File: src/rtl/pll_reconfig_sequencer.sv
// Drives one full PLL reconfiguration through the reconfig controller's Avalon-MM
// management slave: mode, N, M, C, optional phase shift, start, then lock wait.
module pll_reconfig_sequencer #(
  parameter int unsigned LOCK_STABLE  = 16,
  parameter int unsigned LOCK_TIMEOUT = 1000000
) (
  input  logic        clk,
  input  logic        reset,
  input  logic        cfg_valid,
  output logic        cfg_ready,
  input  logic [17:0] cfg_n,
  input  logic [17:0] cfg_m,
  input  logic [4:0]  cfg_c_sel,
  input  logic [17:0] cfg_c,
  input  logic        cfg_dps_en,
  input  logic [4:0]  cfg_dps_sel,
  input  logic        cfg_dps_updn,
  input  logic [15:0] cfg_dps_steps,
  output logic        busy,
  output logic        done,
  output logic        timeout_err,
  output logic        mgmt_read,
  output logic        mgmt_write,
  output logic [5:0]  mgmt_address,
  output logic [31:0] mgmt_writedata,
  input  logic        mgmt_waitrequest,
  input  logic        pll_locked
);

  localparam int unsigned CW   = $clog2(LOCK_TIMEOUT + 1);
  localparam int unsigned CNTW = 18;
  localparam int unsigned AW   = 6;
  localparam int unsigned DW   = 32;

  typedef enum logic [3:0] {
    IDLE, WR_MODE, WR_N, WR_M, WR_C, WR_DPS, WR_START, WAIT_LOCK, DONE
  } state_t;

  state_t            state_q, state_d;
  logic [CNTW-1:0]   n_q, n_d, m_q, m_d, c_q, c_d;
  logic [4:0]        c_sel_q, c_sel_d, dps_sel_q, dps_sel_d;
  logic              dps_en_q, dps_en_d, dps_updn_q, dps_updn_d;
  logic [15:0]       dps_steps_q, dps_steps_d;
  logic [CW-1:0]     stable_cnt_q, stable_cnt_d, timeout_cnt_q, timeout_cnt_d;
  logic              locked_meta_q, locked_sync_q;
  logic              busy_q, busy_d, done_q, done_d, cfg_ready_q, cfg_ready_d;
  logic              timeout_err_q, timeout_err_d;
  logic              mgmt_write_q, mgmt_write_d;
  logic [AW-1:0]     mgmt_address_q, mgmt_address_d;
  logic [DW-1:0]     mgmt_writedata_q, mgmt_writedata_d;
  logic              write_done;

  assign write_done = mgmt_write_q && !mgmt_waitrequest;

  // State register, latched request, counters and registered outputs
  always_ff @(posedge clk) begin
    if (reset) begin
      state_q          <= IDLE;
      n_q              <= '0;
      m_q              <= '0;
      c_q              <= '0;
      c_sel_q          <= '0;
      dps_en_q         <= 1'b0;
      dps_sel_q        <= '0;
      dps_updn_q       <= 1'b0;
      dps_steps_q      <= '0;
      stable_cnt_q     <= '0;
      timeout_cnt_q    <= '0;
      locked_meta_q    <= 1'b0;
      locked_sync_q    <= 1'b0;
      busy_q           <= 1'b0;
      done_q           <= 1'b0;
      cfg_ready_q      <= 1'b0;
      timeout_err_q    <= 1'b0;
      mgmt_write_q     <= 1'b0;
      mgmt_address_q   <= '0;
      mgmt_writedata_q <= '0;
    end else begin
      state_q          <= state_d;
      n_q              <= n_d;
      m_q              <= m_d;
      c_q              <= c_d;
      c_sel_q          <= c_sel_d;
      dps_en_q         <= dps_en_d;
      dps_sel_q        <= dps_sel_d;
      dps_updn_q       <= dps_updn_d;
      dps_steps_q      <= dps_steps_d;
      stable_cnt_q     <= stable_cnt_d;
      timeout_cnt_q    <= timeout_cnt_d;
      locked_meta_q    <= pll_locked;
      locked_sync_q    <= locked_meta_q;
      busy_q           <= busy_d;
      done_q           <= done_d;
      cfg_ready_q      <= cfg_ready_d;
      timeout_err_q    <= timeout_err_d;
      mgmt_write_q     <= mgmt_write_d;
      mgmt_address_q   <= mgmt_address_d;
      mgmt_writedata_q <= mgmt_writedata_d;
    end
  end

  // Next-state logic; bus outputs are derived from the next state so they
  // change on the same edge that completes the previous write.
  always_comb begin
    state_d       = state_q;
    n_d           = n_q;
    m_d           = m_q;
    c_d           = c_q;
    c_sel_d       = c_sel_q;
    dps_en_d      = dps_en_q;
    dps_sel_d     = dps_sel_q;
    dps_updn_d    = dps_updn_q;
    dps_steps_d   = dps_steps_q;
    stable_cnt_d  = '0;
    timeout_cnt_d = '0;
    timeout_err_d = timeout_err_q;

    case (state_q)
      IDLE: begin
        if (cfg_valid && cfg_ready_q) begin
          n_d           = cfg_n;
          m_d           = cfg_m;
          c_d           = cfg_c;
          c_sel_d       = cfg_c_sel;
          dps_en_d      = cfg_dps_en;
          dps_sel_d     = cfg_dps_sel;
          dps_updn_d    = cfg_dps_updn;
          dps_steps_d   = cfg_dps_steps;
          timeout_err_d = 1'b0;
          state_d       = WR_MODE;
        end
      end
      WR_MODE:  if (write_done) state_d = WR_N;
      WR_N:     if (write_done) state_d = WR_M;
      WR_M:     if (write_done) state_d = WR_C;
      WR_C:     if (write_done) state_d = dps_en_q ? WR_DPS : WR_START;
      WR_DPS:   if (write_done) state_d = WR_START;
      WR_START: if (write_done) state_d = WAIT_LOCK;
      WAIT_LOCK: begin
        stable_cnt_d  = locked_sync_q ? stable_cnt_q + CW'(1) : '0;
        timeout_cnt_d = timeout_cnt_q + CW'(1);
        // A stable lock takes priority over a coincident timeout
        if (stable_cnt_d == CW'(LOCK_STABLE)) begin
          timeout_err_d = 1'b0;
          state_d       = DONE;
        end else if (timeout_cnt_d == CW'(LOCK_TIMEOUT)) begin
          timeout_err_d = 1'b1;
          state_d       = DONE;
        end
      end
      DONE:    state_d = IDLE;
      default: state_d = IDLE;
    endcase

    mgmt_write_d     = 1'b0;
    mgmt_address_d   = '0;
    mgmt_writedata_d = '0;
    case (state_d)
      WR_MODE: begin
        mgmt_write_d     = 1'b1;
        mgmt_address_d   = AW'(6'h00);
      end
      WR_N: begin
        mgmt_write_d     = 1'b1;
        mgmt_address_d   = AW'(6'h03);
        mgmt_writedata_d = {14'b0, n_d};
      end
      WR_M: begin
        mgmt_write_d     = 1'b1;
        mgmt_address_d   = AW'(6'h04);
        mgmt_writedata_d = {14'b0, m_d};
      end
      WR_C: begin
        mgmt_write_d     = 1'b1;
        mgmt_address_d   = AW'(6'h05);
        mgmt_writedata_d = {9'b0, c_sel_d, c_d};
      end
      WR_DPS: begin
        mgmt_write_d     = 1'b1;
        mgmt_address_d   = AW'(6'h06);
        mgmt_writedata_d = {10'b0, dps_updn_d, dps_sel_d, dps_steps_d};
      end
      WR_START: begin
        mgmt_write_d     = 1'b1;
        mgmt_address_d   = AW'(6'h02);
        mgmt_writedata_d = DW'(1);
      end
      default: ;
    endcase

    busy_d      = (state_d != IDLE);
    done_d      = (state_d == DONE);
    cfg_ready_d = (state_d == IDLE);
  end

  assign cfg_ready      = cfg_ready_q;
  assign busy           = busy_q;
  assign done           = done_q;
  assign timeout_err    = timeout_err_q;
  assign mgmt_read      = 1'b0;
  assign mgmt_write     = mgmt_write_q;
  assign mgmt_address   = mgmt_address_q;
  assign mgmt_writedata = mgmt_writedata_q;

endmodule
File: config.mk
export PLATFORM = sky130hd
export DESIGN_NAME = pll_reconfig_sequencer
export DESIGN_NICKNAME = d
export VERILOG_FILES = /design/src/rtl/pll_reconfig_sequencer.sv
export SDC_FILE = /design/constraint.sdc
export NUM_CORES = 1
export LEC_CHECK = 0
export BUFFER_PORTS_ARGS = -buffer_cell sky130_fd_sc_hd__clkbuf_2
export CORE_UTILIZATION = 48
export CTS_CLUSTER_DIAMETER = 80
export DETAILED_ROUTE_END_ITERATION = 6
export PLACE_DENSITY_LB_ADDON = 0.25
export SLEW_MARGIN = 5
export SYNTH_ARGS = -nofsm -noshare
export SYNTH_HDL_FRONTEND = slang
export SYNTH_SLANG_ARGS = --single-unit
File: constraint.sdc
create_clock -name clk -period 4.4 [get_ports clk]
set_input_delay 0.44 -clock clk [delete_from_list [all_inputs] [get_ports clk]]
set_output_delay 0.44 -clock clk [all_outputs]
set_load 0.01 [all_outputs]
==> flow_metrics.py <==
metrics = {
    "grt": {
        "grt_max_degree": 57,
        "grt_overflow": 0,
        "grt_pass1_vias": 5204,
        "grt_first_pass_wirelength_um": 25080,
        "grt_antenna_before_repair": 2,
        "grtUsageTotal_pct": 22.81,
    },
    "floorplanning": {
        "start_util_pct": 49.29,
        "num_rows": 42,
        "ios": 131,
        "die_w_um": 118.9,
        "die_h_um": 118.9,
        "core_um2": 13300,
        "die-area_um2": 14130,
    },
    "yosys": {
        "synth_top_family_by_area": "simple AND/OR/NAND/NOR gates",
        "yosys-top-cells-count": "159 x dfxtp_1, 155 x nor2_1, 73 x mux2i_1",
        "synthMuxAreaShare_pct": 11.15,
        "synth_top_area_share_pct": 48.57,
        "syn_area_um2": 6554,
        "synth_adder_area_share_pct": 0.3818,
        "synth_compound_area_share_pct": 10.37,
        "ys_async_sr_fraction_pct": 0,
        "synthesis.instances": 715,
        "synth-edff-count": 0,
        "ys_ff_latch": 159,
        "synthSimpleGateAreaFrac_pct": 20.20,
        "postSynthAreaPerCell_um2": 9.166,
        "synth-seq-area-share_pct": 48.57,
        "yosysTopAreaCell": "dfxtp_1",
        "synth_cell_types": 57,
        "synthXorXnorAreaFrac_pct": 4.677,
        "synth.most_common_cell": "dfxtp_1",
        "yosysWarnings": 0,
        "synth_area_leaders": "dfxtp_1 49%, mux2i_1 11%, nor2_1 8.9%",
        "synth_ff_type": "dfxtp_1",
    },
    "cts": {
        "numCtsBuffers": 17,
        "path_clk_slew_ns": 0.07,
        "cts_hold_buf": 0,
        "clk_latency_ns": 0.42,
        "post_cts.repair.setup_buffers": 0,
        "cts_tree": "yes",
        "cts_sinks": 159,
        "clock_path_buffers": 2,
        "cts-root-buf": "clkbuf_16",
        "cts_resized": 0,
        "htreeDepth": 4,
    },
    "timing": {
        "worst_slew_pin_slew_ns": 0.9310,
        "max_freq_ghz": 0.3496,
        "fin_hold_ws_ns": 0.2607,
        "slew_violations": 0,
        "tns_ns": 0,
        "hold_violations": 0,
        "period_share_pct": 65.01,
        "finClkSkew_ns": 0.006875,
        "slew-limit-headroom_pct": 37.94,
        "grt_setup_unrepaired": "no",
        "setup_violations": 0,
        "finalCriticalPeriod_ns": 2.860,
    },
    "detailed_routing": {
        "routed_wirelength_um": 15560,
        "via_count": 5340,
        "viasPerCell": 5.298,
        "drtIter0Drc": 363,
        "drc": 0,
        "dr.pass1.iters": 4,
        "routedWlPerCell_um": 15.44,
        "antenna_left": 0,
    },
    "finish": {
        "multi_input_area_um2": 3117,
        "num-nets-final": 906,
        "fin_area_um2": 7771,
        "postLayoutCoreUtil_pct": 58.45,
        "fin_cells": 1008,
        "syn_to_final_growth_pct": 18.58,
        "n_fill_cell": 1192,
        "ff_latch_area_um2": 3183,
        "layout-drive-gt1-share_pct": 19.76,
    },
    "power_and_ir_drop": {
        "power_density_nw_per_um2": 410.3,
        "peakVddDrop_mv": 0.3133,
        "power.leakage_nw": 2.942,
    },
    "worst_setup_path": {
        "arrival_ns": 3.17,
        "cp.required_ns": 4.71,
        "critical_path_class": "reg2reg",
        "r2r_cells": 6,
        "critPathCaptureType": "flop",
        "worstPathMaxFanout": 56,
        "cp-start-kind": "flop",
        "worstReg2RegStart": "state_q[2]$_SDFF_PP0_",
        "reg2reg_slack_ns": 1.54,
        "reg2reg_to": "mgmt_writedata[4]$_SDFF_PP0_",
    },
    "min_path": {
        "holdPathEnd": "c_sel_q[0]$_SDFF_PP0_",
        "hp-start": "cfg_c_sel[0]",
        "min_path_cells": 3,
        "hold_class": "in2reg",
    },
    "placement": {
        "numPortBuffers": 117,
        "place.gp.congestion": 0.8785,
        "placed_cell_area_um2": 7179,
        "dp_hpwl_um": 11000,
        "placedCellCount": 974,
    },
    "status": {
        "status": "finished, final reports clean",
    },
    "run": {
        "drv_cap": 0,
    },
}
kinds of logic (layout without fill, tap and decap cells):
| family | count (synthesis) | count (layout) |
|---|---|---|
| and+or+nand+nor | 291 | 291 |
| DFF | 159 | 159 |
| AOI/OAI and AO/OA | 95 | 95 |
| muxes | 73 | 73 |
| buffers and inverters | 59 | 162 |
| xor gates and xnor gates | 35 | 35 |
| adders and majority gates | 2 | 2 |
| other | 1 | 15 |
state kept, by name, indices dropped and copies added, names as in the netlist:
signal / cells
stable_cnt_q: 20
timeout_err: 1
locked_meta_q: 1
mgmt_write: 1
cfg_ready: 1
busy: 1
n_q: 18
dps_sel_q: 5
mgmt_writedata: 23
mgmt_address: 3
done: 1
dps_steps_q: 16
timeout_cnt_q: 20
m_q: 18
state_q: 4
c_q: 18
c_sel_q: 5
locked_sync_q: 1
dps_en_q: 1
dps_updn_q: 1
area by class of cell:
class	count	area share, %
Inverter	7	0.3381
Tap cell	176	2.834
Antenna cell	2	0.06440
Clock inverter	14	1.900
Sequential cell	159	40.96
Multi-Input combinational cell	509	40.11
Clock buffer	18	5.651
Timing Repair Buffer	123	8.147
metrics by stage:
stage | worst slack [ns] | power, mW
2_1_floorplan | 1.949 | 1.707
3_3_place_gp | 1.528 | 1.767
3_5_place_dp | 1.494 | 1.775
4_1_cts | 1.551 | 3.215
5_1_grt | 1.326 | 3.305
6_report | 1.540 | 3.188
placed cells by master (no fill, tap or decap), types with 14 or more instances in the layout:
cell | netlist | final
a21oi_1 | 25 | 25
clkbuf_16 | 0 | 17
clkbuf_2 | 1 | 116
dfxtp_1 | 159 | 159
mux2i_1 | 73 | 73
nand2_1 | 47 | 47
nand3_1 | 14 | 14
nor2_1 | 155 | 155
nor3_1 | 16 | 16
o22ai_1 | 17 | 17
o31a_1 | 17 | 17
xnor2_1 | 23 | 23
metal layers:
metal	wire, um	up-vias	track usage, %
met5	0	-	0
met4	407	0	9.256
met3	980	25	8.238
met2	7536	132	38.38
met1	6640	2533	26.20
li1	-	2650	-
worst max-delay path by stage:
stage	from	slack [ns]	end
6_report	state_q[2]$_SDFF_PP0_	1.54	mgmt_writedata[4]$_SDFF_PP0_
4_1_cts	state_q[2]$_SDFF_PP0_	1.55	mgmt_writedata[4]$_SDFF_PP0_
3_3_place_gp	cfg_valid	1.53	mgmt_writedata[4]$_SDFF_PP0_
3_5_place_dp	cfg_valid	1.49	mgmt_writedata[4]$_SDFF_PP0_
5_1_grt	state_q[2]$_SDFF_PP0_	1.33	mgmt_writedata[6]$_SDFF_PP0_
2_1_floorplan	timeout_cnt_q[0]$_SDFF_PP0_	1.95	state_q[2]$_SDFF_PP0_
power by group:
group / internal [mW] / total (mW) / switching [mW]
Clock: 0.813 / 1.45 / 0.632
Sequential: 1.49 / 1.51 / 0.0174
Combinational: 0.100 / 0.235 / 0.135
critical path, stage by stage (launching register included):
cell,delay [ns]
dfxtp_1,0.42
nor3_1,0.27
and2_4,0.45
buf_4,0.80
mux2i_1,0.33
o22ai_1,0.14
o31a_1,0.29
No activity file was read; power rests on OpenSTA's default activity.
